### src/rtl/jtframe_rom_responder.sv
// ROM responder: serves CPU byte fetches from a 16-bit SDRAM port through a
// two-entry word cache. A hit answers combinationally in the same cycle.
// A miss issues a single SDRAM word request and fills the cache when the
// data arrives. Requests that are in flight always run to completion.
module jtframe_rom_responder #(
  parameter int AW = 16
) (
  input  logic          clk,
  input  logic          rstn,
  input  logic          downloading,
  input  logic [AW-1:0] cpu_addr,
  input  logic          rom_cs,
  output logic          rom_ok,
  output logic [7:0]    rom_data,
  output logic          sdram_req,
  output logic [AW-2:0] sdram_addr,
  input  logic          sdram_ack,
  input  logic          data_rdy,
  input  logic [15:0]   sdram_din
);

  localparam logic [1:0] ST_IDLE = 2'd0;
  localparam logic [1:0] ST_REQ  = 2'd1;
  localparam logic [1:0] ST_WAIT = 2'd2;

  logic [1:0]         state_q, state_d;
  logic               req_q, req_d;
  logic [AW-2:0]      addr_q, addr_d;
  logic [1:0]         valid_q, valid_d;
  logic [1:0][AW-2:0] tag_q, tag_d;
  logic [1:0][15:0]   data_q, data_d;
  logic               lru_q, lru_d;

  logic [AW-2:0]      word_w;
  logic [1:0]         match;
  logic               hit_any;
  logic               hit;
  logic               hit_idx;
  logic [15:0]        hit_word;
  logic               fill_evt;

  assign word_w = cpu_addr[AW-1:1];

  // Tag compare against both entries; the byte is picked out of the hit word.
  // Only one entry can ever hold a given word, so entry 0 taking priority
  // is never observable.
  always_comb begin
    for (int i = 0; i < 2; i++) begin
      match[i] = valid_q[i] && (tag_q[i] == word_w);
    end
    hit_any  = |match;
    hit      = rom_cs && !downloading && hit_any;
    hit_idx  = !match[0];
    hit_word = data_q[hit_idx];
    rom_ok   = hit;
    rom_data = 8'h00;
    if (hit) begin
      rom_data = cpu_addr[0] ? hit_word[15:8] : hit_word[7:0];
    end
  end

  // Request FSM: one outstanding SDRAM word request, never cancelled once
  // issued. A fill event is the cycle the requested word is on sdram_din.
  always_comb begin
    state_d  = state_q;
    req_d    = req_q;
    addr_d   = addr_q;
    fill_evt = 1'b0;
    case (state_q)
      ST_IDLE: begin
        if (rom_cs && !downloading && !hit_any) begin
          addr_d  = word_w;
          req_d   = 1'b1;
          state_d = ST_REQ;
        end
      end
      ST_REQ: begin
        if (sdram_ack) begin
          req_d = 1'b0;
          if (data_rdy) begin
            fill_evt = 1'b1;
            state_d  = ST_IDLE;
          end else begin
            state_d = ST_WAIT;
          end
        end
      end
      ST_WAIT: begin
        if (data_rdy) begin
          fill_evt = 1'b1;
          state_d  = ST_IDLE;
        end
      end
      default: begin
        req_d   = 1'b0;
        state_d = ST_IDLE;
      end
    endcase
  end

  // Cache update: hits point lru at the other entry, a fill overrides that
  // and replaces the lru entry. A download wipes every valid bit, including
  // one a fill would have set in the same cycle.
  always_comb begin
    valid_d = valid_q;
    tag_d   = tag_q;
    data_d  = data_q;
    lru_d   = lru_q;
    if (hit) begin
      lru_d = ~hit_idx;
    end
    if (fill_evt && !downloading) begin
      valid_d[lru_q] = 1'b1;
      tag_d[lru_q]   = addr_q;
      data_d[lru_q]  = sdram_din;
      lru_d          = ~lru_q;
    end
    if (downloading) begin
      valid_d = 2'b00;
    end
  end

  // State registers with synchronous active-low reset; reset abandons any
  // request in flight, so a late data_rdy lands in IDLE and is ignored.
  always_ff @(posedge clk) begin
    if (!rstn) begin
      state_q <= ST_IDLE;
      req_q   <= 1'b0;
      addr_q  <= '0;
      valid_q <= 2'b00;
      tag_q   <= '0;
      data_q  <= '0;
      lru_q   <= 1'b0;
    end else begin
      state_q <= state_d;
      req_q   <= req_d;
      addr_q  <= addr_d;
      valid_q <= valid_d;
      tag_q   <= tag_d;
      data_q  <= data_d;
      lru_q   <= lru_d;
    end
  end

  assign sdram_req  = req_q;
  assign sdram_addr = addr_q;

endmodule

### config.mk
export PLATFORM = sky130hd
export DESIGN_NAME = jtframe_rom_responder
export DESIGN_NICKNAME = d
export VERILOG_FILES = /design/src/rtl/jtframe_rom_responder.sv
export SDC_FILE = /design/constraint.sdc
export NUM_CORES = 1
export LEC_CHECK = 0
export ABC_AREA = 1
export BUFFER_PORTS_ARGS = -buffer_cell sky130_fd_sc_hd__buf_2
export CORE_MARGIN = 2
export CORE_UTILIZATION = 61
export DETAILED_ROUTE_END_ITERATION = 7
export GPL_ROUTABILITY_DRIVEN = 1
export PLACE_DENSITY = 0.85
export SYNTH_ARGS = -nofsm -noshare
export SYNTH_HDL_FRONTEND = slang
export SYNTH_SLANG_ARGS = --single-unit
export TNS_END_PERCENT = 5
### constraint.sdc
create_clock -name clk -period 4.5 [get_ports clk]
set_clock_uncertainty 0.05 [all_clocks]
set_input_delay 0.9 -clock clk [delete_from_list [all_inputs] [get_ports clk]]
set_output_delay 0.9 -clock clk [all_outputs]
set_load 0.1 [all_outputs]
==> results.ini, run 1 <==
[placed_design]
dp_hpwl_um = 6233
port_buffers = 62
place_congestion = 0.8432
placed_cells = 681

[power_and_ir_drop]
p_leak_uw = 0.001836
p_comb_share_pct = 15.8
vdd_drop_max_mv = 0.2607
p_clk_share_pct = 36.4
p_switching_uw = 472.0
p_int_uw = 1145
seq_power_share_pct = 47.8
power_density_mw_per_mm2 = 365.2
swShare_pct = 29.19

[clock_tree]
clockBufferDepth = 2
post_cts_buffers = 0
clkSinkCount = 83
cts.clk_slew.worst_paths_ns = 0.08
cts_tree = done
cts_root_buf = clkbuf_8
cts_resized = 0
clk_latency_ns = 0.35
hold_buffers = 0
htreeDepth = 3
cts-buffers-inserted = 9

[global_routing]
grt_first_pass_wirelength_um = 15750
grt_overflow_total = 0
grt_usage_pct = 27.29
grt_pass1_vias = 3403
grt_max_degree = 68
antenna_found_initial = 0

[synth]
synthXorXnorAreaFrac_pct = 0
yosys.area_share.simple_pct = 19.17
syn_avg_cell_area_um2 = 6.895
ys_seq_area_share_pct = 42.43
synth_fa_ha_area_share_pct = 0.9585
synth_cells = 568
syn-num-nets = 609
synth-seq-cells = 83
synth_area_mm2 = 0.003916
synth-compound-area-share_pct = 25.27
yosysUniqueCellTypes = 24
yosysWarnings = 0
synth_top_family_by_area = compound AO/OA/AOI/OAI gates
synthMuxAreaShare_pct = 0

[die]
rows = 29
dieHeight_um = 84.13
die_area_mm2 = 0.007077
dieWidth_um = 84.13
io_pins = 63
coreArea_mm2 = 0.006277
initial_utilization_pct = 62.39

[setup_path]
slowest_stage = buf_2
critPathLaunchType = input pin
cp_common_cell = nand2_1
r2r-start = state_q[0]
reg2reg_to = tag_q[13]
slowest_delay_ns = 0.45
reg2reg_slack_ns = 2.22
cp_max_fo = 35
worst_ep_arrival_time_ns = 2.90
critPathKind = input pin to primary output
cp-end-kind = primary output
r2r_cells = 9
required_ns = 3.55
cp_cell_sequence = buf_2 -> inv_2 -> nand2_1 -> nand2_1 -> nor2_1 -> nand2_1 -> nor2_2 -> nand2_2 -> a21oi_1 -> o21ai_0 -> a21oi_1 -> buf_2
critPathLaunch = cpu_addr[7]
cp_num_buf_inv = 3
critPathTopFamily = simple AND/OR/NAND/NOR gates

[route]
drc_errors = 0
wirelength_um = 9311
avgRoutedWirePerCell_um = 13.38
via_per_inst = 5.415
ant_nets = 0
vias = 3769
drt_iter0_drc = 303
drt_first_pass_iters = 5

[finish]
instances_no_fill = 696
diodes = 0
n_fill_cell = 528
drive_above_1_share_pct = 18.42
syn2layout_area_growth_pct = 13.07
ff_latch_area_mm2 = 0.001662
nNetsFinal = 656
final_common_cell = nand2_1
multi_input_area_mm2 = 0.001783
final_cell_mix = nand2_1, a21oi_1, inv_1, dfxtp_1, o21ai_0

[timing]
min_period_ns = 3.853
hold_violations = 0
slew_headroom_pct = 35.19
setup_tns_ns = 0
rsz0062_at_grt = no
post-route-period-util_pct = 85.63
maxSlewViolCount = 0
worst_slew_pin_slew_ns = 0.9721
setup_viol = 0
max_freq_mhz = 259.5

[flow_run]
drv_cap = 0

[worst_hold_path]
holdPathEnd = data_q[12]
hold_path_class = flop to flop
hold_path_depth = 2
min_from = data_q[12]

[run_status]
status = complete, no violations

-- tightest hold or removal path, stage by stage, from the launching register on --
cell and delay (ns):
dfxtp_1 0.32, inv_1 0.04, a21oi_1 0.05
-- sequential cells by signal (all words and copies together) (netlist names) --
signal      count
data_q         32
lru_q           1
sdram_addr     15
sdram_req       1
state_q         2
tag_q          30
valid_q         2
-- how the worst max path moves through the flow --
stage / to / slack (ns) / depth (start not counted)
2_1_floorplan: rom_data[2] / 0.31 / 10
3_3_place_gp: rom_data[1] / 0.71 / 12
3_5_place_dp: rom_data[1] / 0.67 / 12
4_1_cts: rom_data[1] / 0.67 / 12
5_1_grt: rom_data[1] / 0.45 / 12
6_report: rom_data[1] / 0.65 / 12
-- through the flow --
step | utilization, % | instance area, um^2 | hold WS, ns | setup slack [ns] | power (uW)
after floorplan | - | 3916 | 0.3705 | 0.3111 | 981.7
after detailed placement | 67.09 | 4212 | 0.3857 | 0.6717 | 1042
after global placement | 67.09 | 4212 | 0.3789 | 0.7133 | 1035
final | 70.54 | 4428 | 0.3981 | 0.6465 | 1617
after global routing | 70.54 | 4428 | 0.4131 | 0.4523 | 1676
after CTS | 70.54 | 4428 | 0.3988 | 0.6737 | 1619
-- cells by family (layout without fill, tap and decap cells) --
| family | count (synthesis) | count (layout) |
|---|---|---|
| AOI/OAI and AO/OA | 190 | 190 |
| adders and majority gates | 3 | 3 |
| buffers and inverters | 119 | 170 |
| DFF | 83 | 83 |
| and+or+nand+nor | 173 | 173 |
-- power by group through the flow --
stage	sequential, uW	combinational, uW	clock, uW
2_1_floorplan	857	124	0
5_1_grt	775	279	621
3_5_place_dp	789	253	0
3_3_place_gp	788	247	0
6_report	772	255	589
4_1_cts	772	255	593
-- area by class of cell --
type	instances	share of cell area, %
clock inverter	4	1.695
tap	77	2.176
timing repair buffer	65	7.516
clock buffer	11	3.193
sequential	83	37.52
inverter	90	7.629
multi-input combinational	366	40.27
-- cell usage after synthesis --
library cell / instances / area, um^2
ha_1: 3 / 37.54
or2_1: 1 / 6.260
nand2_8: 1 / 20.02
nand3_1: 19 / 95.09
buf_12: 1 / 20.02
a21oi_2: 10 / 87.58
nand2_1: 112 / 420.4
nor2_2: 2 / 12.51
a21oi_1: 96 / 480.5
a31oi_1: 1 / 6.260
inv_1: 83 / 311.6
buf_6: 1 / 11.26
buf_4: 1 / 7.510
buf_1: 1 / 3.750
nor2_8: 1 / 20.02
o21ai_0: 82 / 410.4
dfxtp_1: 83 / 1662
clkbuf_1: 23 / 86.33
inv_2: 7 / 26.28
o21ai_1: 1 / 5.000
nand2_4: 1 / 11.26
buf_2: 2 / 10.01
nor2_1: 24 / 90.09
nand2_2: 12 / 75.07
-- metal layers --
layer | wire, um | track usage (%)
met4 | 130 | 10.26
met5 | 0 | 0
met3 | 489 | 4.649
met2 | 4343 | 42.71
met1 | 4347 | 37.94
(Power assumes the default switching activity.)
==> run 2: changes to the inputs <==
Settings changed: HOLD_SLACK_MARGIN set to 0.06, MAX_ROUTING_LAYER set to met4.
==> run 2 against run 1 <==
  * Die area did not move
  * Count of clock-buffer cells in the layout did not move
  * Non-clock buffer count did not move
  * Worst hold slack got worse by 0.0015 ns
  * Cell count did not move
  * Maximum frequency rose by 0.27%
  * Critical endpoint unchanged
  * First-iteration DRC count fell by 3.0%
  * Combinational power barely moved
  * Flip-flop and latch count did not move
  * Routed wire length barely moved
==> results.ini, run 2 (synthesized netlist as in run 1, its figures left out) <==
[run_status]
status = complete, no violations

[route]
wirelength_um = 9309
vias = 3771
avgRoutedWirePerCell_um = 13.38
drt_iter0_drc = 294
ant_nets = 0
via_per_inst = 5.418
drt_first_pass_iters = 5
drc_errors = 0

[finish]
nNetsFinal = 656
diodes = 0
largest_register_ffs = 32
drive_above_1_share_pct = 18.42
syn2layout_area_growth_pct = 13.07
n_fill_cell = 528
regMostFlops = data_q
final_cell_area_mm2 = 0.004428
utilization_pct = 70.54
final_common_cell = nand2_1
final_cell_mix = nand2_1, a21oi_1, inv_1, dfxtp_1, o21ai_0

[clock_tree]
clk_latency_ns = 0.35
cts_resized = 0
post_cts_buffers = 0
cts_root_buf = clkbuf_8
clockBufferDepth = 2
cts.clk_slew.worst_paths_ns = 0.08
clkSinkCount = 83
hold_buffers = 0
cts-buffers-inserted = 9
htreeDepth = 3
cts_tree = done

[timing]
post-route-period-util_pct = 85.40
maxSlewViolCount = 0
worst_slew_pin_slew_ns = 0.9761
slew_headroom_pct = 34.93
whs_ns = 0.3966
min_period_ns = 3.843
setup_viol = 0
max_freq_mhz = 260.2
rsz0062_at_grt = no
setup_tns_ns = 0
hold_violations = 0

[die]
dieHeight_um = 84.13
dieWidth_um = 84.13
initial_utilization_pct = 62.39
die_area_mm2 = 0.007077
coreArea_mm2 = 0.006277
rows = 29
io_pins = 63

[worst_hold_path]
hold_path_depth = 2
min_from = data_q[12]
holdPathEnd = data_q[12]
hold_path_class = flop to flop

[placed_design]
placed_area_mm2 = 0.004212
dp_hpwl_um = 6233
place_congestion = 0.8563
port_buffers = 62

[setup_path]
reg2reg_slack_ns = 2.21
required_ns = 3.55
cp_max_fo = 35
reg2reg_to = data_q[8]
worst_ep_arrival_time_ns = 2.89
slowest_stage = buf_2
cp_common_cell = nand2_1
r2r-start = state_q[0]
critPathKind = input pin to primary output
slowest_delay_ns = 0.45
r2r_cells = 9
critPathLaunchType = input pin
cp_cell_sequence = buf_2 -> inv_2 -> nand2_1 -> nand2_1 -> nor2_1 -> nand2_1 -> nor2_2 -> nand2_2 -> nand2_4 -> nand2_2 -> a21oi_1 -> buf_2
cp-end-kind = primary output

[power_and_ir_drop]
power_density_mw_per_mm2 = 364.6
p_int_uw = 1145
seq_power_share_pct = 47.9
p_comb_share_pct = 15.9
p_switching_uw = 469.7
power.total_uw = 1615
vdd_drop_max_mv = 0.2598
swShare_pct = 29.09
p_clk_share_pct = 36.3
p_leak_uw = 0.001836

[global_routing]
grt_first_pass_wirelength_um = 15750
grt_overflow_total = 0
grt_pass1_vias = 3393
grt_usage_pct = 28.08
antenna_found_initial = 0
grt_max_degree = 68

[flow_run]
drv_cap = 0

[run 2: cell type report]
| class | count | area (um^2) | share of cell area, % |
|---|---|---|---|
| multi-input cells | 366 | 1783 | 40.27 |
| repair buffers | 65 | 332.8 | 7.516 |
| clock inverters | 4 | 75.07 | 1.695 |
| well taps | 77 | 96.34 | 2.176 |
| flip-flops and latches | 83 | 1662 | 37.52 |
| clock buffers | 11 | 141.4 | 3.193 |
| inverters | 90 | 337.8 | 7.629 |
[run 2: metal layers]
layer	part of all wire, %	vias up	GRT usage, %
met5	0	-	-
met4	1.1	0	8.944
met3	5.2	10	5.045
met2	47	112	42.71
met1	47	1744	38.13
li1	-	1905	-
[run 2: worst max path at each step]
stage | startpoint | to | cells past startpoint
2_1_floorplan | cpu_addr[12] | rom_data[2] | 10
3_3_place_gp | cpu_addr[7] | rom_data[1] | 12
3_5_place_dp | cpu_addr[14] | rom_data[1] | 12
4_1_cts | cpu_addr[14] | rom_data[1] | 12
5_1_grt | cpu_addr[8] | rom_data[1] | 12
6_report | cpu_addr[7] | rom_data[1] | 12
[run 2: power groups by stage]
stage	Sequential (uW)	Combinational, uW	Clock [uW]
finish	773	256	586
global route	775	279	621
CTS	772	255	593
detailed placement	789	253	0
global placement	788	247	0
floorplan	857	124	0
[run 2: through the flow]
| stage | std cells | setup slack [ns] |
|---|---|---|
| after floorplan | 568 | 0.3111 |
| after global placement | 681 | 0.7133 |
| after detailed placement | 681 | 0.6717 |
| after CTS | 696 | 0.6737 |
| after global routing | 696 | 0.4523 |
| final | 696 | 0.6570 |
[run 2: critical path: cells and delay by family]
family / cells / cell delay, ns
buffers and inverters: 3 / 0.61
and+or+nand+nor: 8 / 1.16
AOI/OAI and AO/OA: 1 / 0.20
